File: src/rtl/conv_seq_ctrl_if.sv
// Handshake and memory-control bundle between the convolution sequencer and its datapath.
// With CONV_STALL_CNT_EN defined the bundle also carries the 16-bit output stall counter.
interface conv_seq_ctrl_if #(
    parameter int unsigned F_AW = 2,
    parameter int unsigned X_AW = 3
) ();
    logic            s_valid;
    logic            s_ready;
    logic            f_wr_en;
    logic [F_AW-1:0] f_wr_addr;
    logic            x_wr_en;
    logic [X_AW-1:0] x_wr_addr;
    logic [X_AW-1:0] rd_xaddr;
    logic [F_AW-1:0] rd_faddr;
    logic            mac_en;
    logic            mac_clear;
    logic            m_valid_y;
    logic            m_ready_y;
    logic            conv_done;
`ifdef CONV_STALL_CNT_EN
    logic [15:0]     stall_cnt;
`endif

    // Sequencer side
    modport master (
`ifdef CONV_STALL_CNT_EN
        output stall_cnt,
`endif
        input  s_valid, m_ready_y,
        output s_ready, f_wr_en, f_wr_addr, x_wr_en, x_wr_addr,
        output rd_xaddr, rd_faddr, mac_en, mac_clear, m_valid_y, conv_done
    );

    // Producer / datapath / consumer side
    modport slave (
`ifdef CONV_STALL_CNT_EN
        input  stall_cnt,
`endif
        output s_valid, m_ready_y,
        input  s_ready, f_wr_en, f_wr_addr, x_wr_en, x_wr_addr,
        input  rd_xaddr, rd_faddr, mac_en, mac_clear, m_valid_y, conv_done
    );
endinterface

File: src/rtl/conv_seq_ctrl.sv
// Sequencer for the 1-D convolution engine: loads F then X words from one stream, walks
// every output window through the MAC, and hands each y to the consumer.
// Optional feature macro: CONV_STALL_CNT_EN adds a saturating output-stall cycle counter.
module conv_seq_ctrl #(
    parameter int unsigned F_MEM_SIZE       = 4,
    parameter int unsigned X_MEM_SIZE       = 8,
    parameter int unsigned X_MEM_ADDR_WIDTH = 3,
    parameter int unsigned F_MEM_ADDR_WIDTH = 2
) (
    input  logic              clk,
    input  logic              reset,
    conv_seq_ctrl_if.master   bus
);
    localparam int unsigned NUM_OUT = X_MEM_SIZE - F_MEM_SIZE + 1;
    localparam int unsigned XW      = X_MEM_ADDR_WIDTH;
    localparam int unsigned FW      = F_MEM_ADDR_WIDTH;

    localparam logic [XW-1:0] F_LAST   = XW'(F_MEM_SIZE - 1);
    localparam logic [XW-1:0] X_LAST   = XW'(X_MEM_SIZE - 1);
    localparam logic [FW-1:0] TAP_LAST = FW'(F_MEM_SIZE - 1);
    localparam logic [XW-1:0] WIN_LAST = XW'(NUM_OUT - 1);

    typedef enum logic [2:0] {
        StLoadF,
        StLoadX,
        StCompute,
        StDrain,
        StOutput
    } state_e;

    state_e        state_q, state_d;
    logic [XW-1:0] cnt_q, cnt_d;     // load word index, shared by F and X phases
    logic [XW-1:0] win_q, win_d;     // current output window
    logic [FW-1:0] tap_q, tap_d;     // current filter tap
    logic          mac_en_q, mac_clear_q;

    logic          s_valid, m_ready_y;
    logic          s_ready, f_wr_en, x_wr_en, conv_done;

    assign s_valid   = bus.s_valid;
    assign m_ready_y = bus.m_ready_y;

    // State and counter registers
    always_ff @(posedge clk or posedge reset) begin
        if (reset) begin
            state_q <= StLoadF;
            cnt_q   <= '0;
            win_q   <= '0;
            tap_q   <= '0;
        end else begin
            state_q <= state_d;
            cnt_q   <= cnt_d;
            win_q   <= win_d;
            tap_q   <= tap_d;
        end
    end

    // MAC controls lag address issue by one cycle to line up with sync-read memory data
    always_ff @(posedge clk or posedge reset) begin
        if (reset) begin
            mac_en_q    <= 1'b0;
            mac_clear_q <= 1'b0;
        end else begin
            mac_en_q    <= (state_q == StCompute);
            mac_clear_q <= (state_q == StCompute) && (tap_q == '0);
        end
    end

    // Next-state, counter updates and combinational strobes
    always_comb begin
        state_d   = state_q;
        cnt_d     = cnt_q;
        win_d     = win_q;
        tap_d     = tap_q;
        s_ready   = 1'b0;
        f_wr_en   = 1'b0;
        x_wr_en   = 1'b0;
        conv_done = 1'b0;
        unique case (state_q)
            StLoadF: begin
                s_ready = 1'b1;
                if (s_valid) begin
                    f_wr_en = 1'b1;
                    if (cnt_q == F_LAST) begin
                        cnt_d   = '0;
                        state_d = StLoadX;
                    end else begin
                        cnt_d = cnt_q + 1'b1;
                    end
                end
            end
            StLoadX: begin
                s_ready = 1'b1;
                if (s_valid) begin
                    x_wr_en = 1'b1;
                    if (cnt_q == X_LAST) begin
                        cnt_d   = '0;
                        win_d   = '0;
                        tap_d   = '0;
                        state_d = StCompute;
                    end else begin
                        cnt_d = cnt_q + 1'b1;
                    end
                end
            end
            StCompute: begin
                // tap holds at its last value so addresses stay frozen through DRAIN/OUTPUT
                if (tap_q == TAP_LAST) begin
                    state_d = StDrain;
                end else begin
                    tap_d = tap_q + 1'b1;
                end
            end
            StDrain: begin
                state_d = StOutput;
            end
            StOutput: begin
                if (m_ready_y) begin
                    tap_d = '0;
                    if (win_q == WIN_LAST) begin
                        conv_done = 1'b1;
                        win_d     = '0;
                        state_d   = StLoadF;
                    end else begin
                        win_d   = win_q + 1'b1;
                        state_d = StCompute;
                    end
                end
            end
            default: begin
                state_d = StLoadF;
            end
        endcase
        // State sits in LOAD_F during reset; keep the load strobes quiet there too
        if (reset) begin
            s_ready   = 1'b0;
            f_wr_en   = 1'b0;
            x_wr_en   = 1'b0;
            conv_done = 1'b0;
        end
    end

    assign bus.s_ready   = s_ready;
    assign bus.f_wr_en   = f_wr_en;
    assign bus.f_wr_addr = cnt_q[FW-1:0];
    assign bus.x_wr_en   = x_wr_en;
    assign bus.x_wr_addr = cnt_q;
    assign bus.rd_xaddr  = win_q + XW'(tap_q);
    assign bus.rd_faddr  = tap_q;
    assign bus.mac_en    = mac_en_q;
    assign bus.mac_clear = mac_clear_q;
    assign bus.m_valid_y = (state_q == StOutput);
    assign bus.conv_done = conv_done;

`ifdef CONV_STALL_CNT_EN
    logic [15:0] stall_cnt_q;

    // Cycles a valid y waits on the consumer; restarts with the first F word of a job
    always_ff @(posedge clk or posedge reset) begin
        if (reset) begin
            stall_cnt_q <= '0;
        end else if (state_q == StLoadF && s_valid && cnt_q == '0) begin
            stall_cnt_q <= '0;
        end else if (state_q == StOutput && !m_ready_y && stall_cnt_q != 16'hFFFF) begin
            stall_cnt_q <= stall_cnt_q + 16'd1;
        end
    end

    assign bus.stall_cnt = stall_cnt_q;
`endif

endmodule

File: src/flat_wrapper.sv
// flat-port wrapper written by rule: the top's interface ports become plain ports
module conv_seq_ctrl_flat 
#(
    parameter int unsigned F_MEM_SIZE       = 4,
    parameter int unsigned X_MEM_SIZE       = 8,
    parameter int unsigned X_MEM_ADDR_WIDTH = 3,
    parameter int unsigned F_MEM_ADDR_WIDTH = 2
)
  (clk, reset, bus_s_valid, bus_m_ready_y, bus_s_ready, bus_f_wr_en, bus_f_wr_addr, bus_x_wr_en, bus_x_wr_addr, bus_rd_xaddr, bus_rd_faddr, bus_mac_en, bus_mac_clear, bus_m_valid_y, bus_conv_done);
  conv_seq_ctrl_if #(.F_AW(2), .X_AW(3)) bus_i ();
  input  logic clk;
  input  logic reset;
  input wire logic [$bits(bus_i.s_valid)-1:0] bus_s_valid;
  input wire logic [$bits(bus_i.m_ready_y)-1:0] bus_m_ready_y;
  output wire logic [$bits(bus_i.s_ready)-1:0] bus_s_ready;
  output wire logic [$bits(bus_i.f_wr_en)-1:0] bus_f_wr_en;
  output wire logic [$bits(bus_i.f_wr_addr)-1:0] bus_f_wr_addr;
  output wire logic [$bits(bus_i.x_wr_en)-1:0] bus_x_wr_en;
  output wire logic [$bits(bus_i.x_wr_addr)-1:0] bus_x_wr_addr;
  output wire logic [$bits(bus_i.rd_xaddr)-1:0] bus_rd_xaddr;
  output wire logic [$bits(bus_i.rd_faddr)-1:0] bus_rd_faddr;
  output wire logic [$bits(bus_i.mac_en)-1:0] bus_mac_en;
  output wire logic [$bits(bus_i.mac_clear)-1:0] bus_mac_clear;
  output wire logic [$bits(bus_i.m_valid_y)-1:0] bus_m_valid_y;
  output wire logic [$bits(bus_i.conv_done)-1:0] bus_conv_done;
  assign bus_i.s_valid = bus_s_valid;
  assign bus_i.m_ready_y = bus_m_ready_y;
  assign bus_s_ready = bus_i.s_ready;
  assign bus_f_wr_en = bus_i.f_wr_en;
  assign bus_f_wr_addr = bus_i.f_wr_addr;
  assign bus_x_wr_en = bus_i.x_wr_en;
  assign bus_x_wr_addr = bus_i.x_wr_addr;
  assign bus_rd_xaddr = bus_i.rd_xaddr;
  assign bus_rd_faddr = bus_i.rd_faddr;
  assign bus_mac_en = bus_i.mac_en;
  assign bus_mac_clear = bus_i.mac_clear;
  assign bus_m_valid_y = bus_i.m_valid_y;
  assign bus_conv_done = bus_i.conv_done;
  conv_seq_ctrl #(.F_MEM_SIZE(F_MEM_SIZE), .X_MEM_SIZE(X_MEM_SIZE), .X_MEM_ADDR_WIDTH(X_MEM_ADDR_WIDTH), .F_MEM_ADDR_WIDTH(F_MEM_ADDR_WIDTH)) u_core (.clk(clk), .reset(reset), .bus(bus_i));
endmodule
File: config.mk
export PLATFORM = sky130hd
export DESIGN_NAME = conv_seq_ctrl_flat
export DESIGN_NICKNAME = d
export VERILOG_FILES = /design/src/rtl/conv_seq_ctrl_if.sv /design/src/rtl/conv_seq_ctrl.sv /design/src/flat_wrapper.sv
export SDC_FILE = /design/constraint.sdc
export NUM_CORES = 1
export LEC_CHECK = 0
export CAP_MARGIN = 20
export CORE_MARGIN = 2
export CORE_UTILIZATION = 48
export DETAILED_ROUTE_END_ITERATION = 10
export GPL_TIMING_DRIVEN = 1
export PLACE_DENSITY = 0.78
export SYNTH_ARGS = -nofsm -noshare
export SYNTH_HDL_FRONTEND = slang
export SYNTH_SLANG_ARGS = --single-unit
File: constraint.sdc
create_clock -name clk -period 1.9 [get_ports clk]
set_input_delay 0.38 -clock clk [delete_from_list [all_inputs] [get_ports clk]]
set_output_delay 0.38 -clock clk [all_outputs]
set_load 0.005 [all_outputs]
Yosys cells after proc, flatten, opt, wreduce, memory -nomap -nowiden --
Index checks and enable logic that the tools add are counted.
Operators by class: add/sub/neg operators 4, equal/unequal tests 15, mux-type cells 34, reduce and logical (&&, ||, !) cells 11
Operator list (number):
- $mux W3 | 14
- $pmux W3 S5 | 1
- $pmux W3 S2 | 2
- $mux W1 | 11
- $mux W2 | 5
- $ne A2 B2 Y1 const B | 5
- $eq A3 B2 Y1 const B | 3
- $eq A3 B3 Y1 const B | 3
- $add A3 B1 Y3 const B | 2
- $pmux W2 S3 | 1
- $reduce_and A6 Y1 | 1
- $reduce_and A5 Y1 | 1
- $ne A2 B1 Y1 const B | 2
- $reduce_and A4 Y1 | 1
- $reduce_bool A2 Y1 | 2
- $add A3 B2 Y3 | 1
- $eq A3 B1 Y1 const B | 1
- $logic_not A3 Y1 | 1
- $reduce_and A3 Y1 | 1
- $reduce_bool A3 Y1 | 1
- $add A2 B1 Y2 const B | 1
- $eq A2 B2 Y1 const B | 1
- $logic_not A2 Y1 | 1
- $reduce_or A2 Y1 | 1
- $logic_and A1 B1 Y1 | 1
Storage, ports and cells: register bits 13, bits of input ports 4, output and inout port bits 17, word-level logic and storage cells 70

Logic depth before layout (Yosys ltp) --
depth in word-level cells 5, gate-level depth with buffers 5

Worst setup path after synthesis --
No wires, ideal clock.
kind flip-flop to output port, start point register u_core.tap_q[0] (netlist: u_core.bus.rd_faddr[0]), end point output port bus_rd_xaddr[2], data arrival time 1.221 ns, data required time 1.520 ns, slack 0.299 ns, cell stages (with the launch flop) 4, path buffers 0, cell sequence dfrtp_1 ha_1 fa_1 xor2_1
Between the ends: cells in the longest elaborated chain, start to end 1
RTL lines:
- start, declared | RTL line conv_seq_ctrl.sv:34 | logic [FW-1:0] tap_q, tap_d;
- start signal, assigned | RTL line conv_seq_ctrl.sv:54 | tap_q <= tap_d;
- $add A3 B2 Y3 | RTL line conv_seq_ctrl.sv:148 | assign bus.rd_xaddr = win_q + XW'(tap_q);
- end, declared | RTL line flat_wrapper.sv:20 | output wire logic [$bits(bus_i.rd_xaddr)-1:0] bus_rd_xaddr;
No other way between the ends.

Worst setup path after layout --
start point register u_core.tap_q[0] (netlist: u_core.bus.rd_faddr[0]), end point output port bus_rd_xaddr[1]
The elaborated chain is that of the path after synthesis.

==> out/qor.yml <==
detail_route.vias_per_cell: 5.25
via_count_of_the_first_global_routing_pass: 756
cts_max_path_buffers: 2
hold_path.class: "in2async"
final_antenna_net_count: 0
floorplan.die.width_um: 46.3
remaining_drc_errors: 0
place_congestion: 0.751
clk_latency_ns: 0.29
vdd.ir_drop.worst_mv: 0.814
startpoint: "u_core.bus.rd_faddr[0]"
tritoncts: "yes"
synth.cell_area_sq_um: 857
critPathMaxStageDelay_ns: 0.52
synthToLayoutAreaGrowth_pct: 40.9
timing.critical_path.buf_inv: 1
start_util_pct: 50.2
crit_required_ns: 1.52
antenna-diode-count: 0
final-seq-area_sq_um: 325
power_density_mw_per_mm2: 1440
synth_nets: 94
highest_clock_rate_ghz: 0.528
maxCapViolations: 0
multi_input_area_sq_um: 505
die_area_sq_mm: 0.00214
cts_hold_buffers: 0
total_overflow_reported_by_the_global_router: 0
worstSetupEndpointType: "primary output"
hpwl_after_detailed_placement_um: 1410
final_net_count: 128
postSynth.topFlopCell: "dfrtp_1"
worst_setup_path_endpoint: "bus_rd_xaddr[1]"
reg2reg_slack_ns: 0.12
avgRoutedWirePerCell_um: 14.7
globalRouteTotalUtil_pct: 22.3
io_pins: 21
wire_length_of_the_first_global_routing_pass_um: 3250
drv_slew: 0
core_region_area_sq_mm: 0.00171
outcome: "finished clean"
total_leakage_power_nw: 0.607
slew-limit-headroom_pct: 64.7
synth_enable_flop_cells: 0
worstPathArrival_ns: 1.51
worstRegToRegCells: 6
seq_area_frac_synth_pct: 38.0
ys_async_sr_fraction_pct: 100
path_clk_slew_ns: 0.08
timing.critical_path.from_type: "flip-flop"
worst_path_max_delay_cell: "fa_2"
tritoncts.num_buffers: 3
layout.filler_cells: 126
hold_viol: 0
root_buffer: "clkbuf_4"
final-setup-viol-count: 0
cts_htree_levels: 1
wirelength_um: 2030
layout-drive-gt1-share_pct: 31.9
p_total_mw: 1.73
io_buffers: 20
critical_path.top_delay_family: "adder cells"
detail_route.iter0.violations: 9
die_height_um: 46.3
grt_setup_unrepaired: "true"
critPathMaxFanout: 2
cts_num_sinks: 13
ys_top_cells_by_area: "dfrtp_1 (38%), ha_1 (13%), inv_1 (5.3%), nor2b_1 (2.9%), nor4b_4 (2.8%)"
final_cell_count_no_fill: 138
fin_crit_ns: 1.89
row_count: 15
critical_path_cell_count: 3
slew_of_the_pin_with_the_lowest_slew_margin_ns: 0.530
detail_route.first_pass.iterations: 4
chain_of_cells_forming_the_critical_path: "ha_2 > fa_2 > buf_2"
syn-instance-count: 80
synthesis.area_per_instance_sq_um: 10.7
yosys.area.top_type_share_pct: 38.0
grt_antenna_before_repair: 0
timing.rr.start: "u_core.bus.rd_faddr[0]"
grt_max_degree: 14
place.detailed.instances: 132
regToRegEndpoint: "u_core.bus.rd_faddr[0]"
fin_worst_skew_ns: 0.000325
synth-seq-cells: 13
worstSetupPathType: "reg2out"
vias: 725
final_clock_period_utilization_by_the_worst_path_pct: 99.6
yosys.cell_types.count: 36
synth.largest_area_cell: "dfrtp_1"
synth.yosys.warnings: 0
[power by group]
group	switching (mW)	internal, mW	total, mW
clock network	0.104	0.0818	0.186
logic	0.449	0.600	1.05
registers	0.113	0.385	0.498
total	0.665	1.07	1.73
[kinds of logic after synthesis]
family | Yosys count | synth area share, %
flops | 13 | 38.0
simple gates | 23 | 19.9
buf+inv | 16 | 8.90
mux | 3 | 4.09
xor+xnor | 1 | 1.02
compound gates | 14 | 12.7
fa+ha+maj | 10 | 15.5
[state kept, by name (all words and copies together), names as in the netlist]
signal / cells
u_core.bus.mac_clear: 1
u_core.state_q: 3
u_core.win_q: 3
u_core.bus.x_wr_addr: 3
u_core.bus.mac_en: 1
u_core.bus.rd_faddr: 2
[how the worst min path moves through the flow]
stage	start	endpoint	slack (ns)
after floorplan	reset	u_core.bus.mac_clear	0.26
after global placement	u_core.bus.x_wr_addr[1]	u_core.bus.x_wr_addr[1]	0.55
after detailed placement	u_core.win_q[0]	u_core.win_q[0]	0.57
after CTS	reset	u_core.bus.rd_faddr[0]	0.38
after global routing	reset	u_core.state_q[1]	0.42
final	reset	u_core.state_q[2]	0.37
[final cells by class]
cell class	count	area share, %
Clock buffer	4	2.18
Inverter	12	3.73
Timing Repair Buffer	33	22.7
Sequential cell	13	26.9
Tap cell	25	2.59
Multi-Input combinational cell	51	41.9
[metal layers]
| layer | vias up | part of all wire, % | track usage (%) | wire [um] |
|---|---|---|---|---|
| li1 | 341 | - | - | - |
| met1 | 356 | 42 | 25.4 | 849 |
| met2 | 23 | 52 | 39.4 | 1060 |
| met3 | 5 | 4.0 | 3.92 | 81 |
| met4 | 0 | 1.8 | 10.9 | 36 |
| met5 | - | 0 | 0 | 0 |
[per-stage QoR]
stage	hold WS, ns	utilization, %	TNS, ns	cell area (sq um)	setup slack, ns
6_report	0.367	70.7	0	1210	0.00757
4_1_cts	0.381	70.8	-0.119	1210	-0.0681
3_5_place_dp	0.565	66.7	-1.45	1140	-0.489
3_3_place_gp	0.550	66.7	-1.28	1140	-0.452
2_1_floorplan	0.257	-	0	857	0.299
5_1_grt	0.417	70.7	-0.0537	1210	-0.0293
[synth_stat cells (2+ instances only)]
| cell type | instances |
|---|---|
| ha_1 | 9 |
| dfrtp_1 | 13 |
| inv_1 | 12 |
| nor2b_1 | 4 |
| mux2i_1 | 2 |
| o21ai_1 | 2 |
| buf_4 | 2 |
| nand2_1 | 4 |
| o22ai_1 | 3 |
| nor3_1 | 3 |
[timing repair]
item	CTS	global route
hold endpoints to repair	0	0
setup buffers	2	0
pin swaps	3	2
resized for setup	28	7
endpoints found under the setup margin	7	6
[placed cells by master (no fill, tap or decap), drive strengths merged, types with 2 or more instances in the layout]
cell,netlist,routed
ha,9,9
nor2b,4,4
o22ai,3,3
buf,4,17
clkbuf,0,5
nor3b,2,2
mux2i,2,2
nand2,4,4
dfrtp,13,13
dlymetal6s2s,0,2
dlygate4sd2,0,3
nor3,3,3
inv,12,12
o21ai,3,3
clkdlybuf4s50,0,10
[worst register-to-register path, stage by stage, from the launching register on]
cell and delay (ns):
dfrtp_1 0.41, buf_4 0.14, buf_4 0.14, ha_1 0.21, or4b_1 0.56, o2111ai_1 0.12
o21ai_1 0.09
No activity file was read; power rests on OpenSTA's default activity.
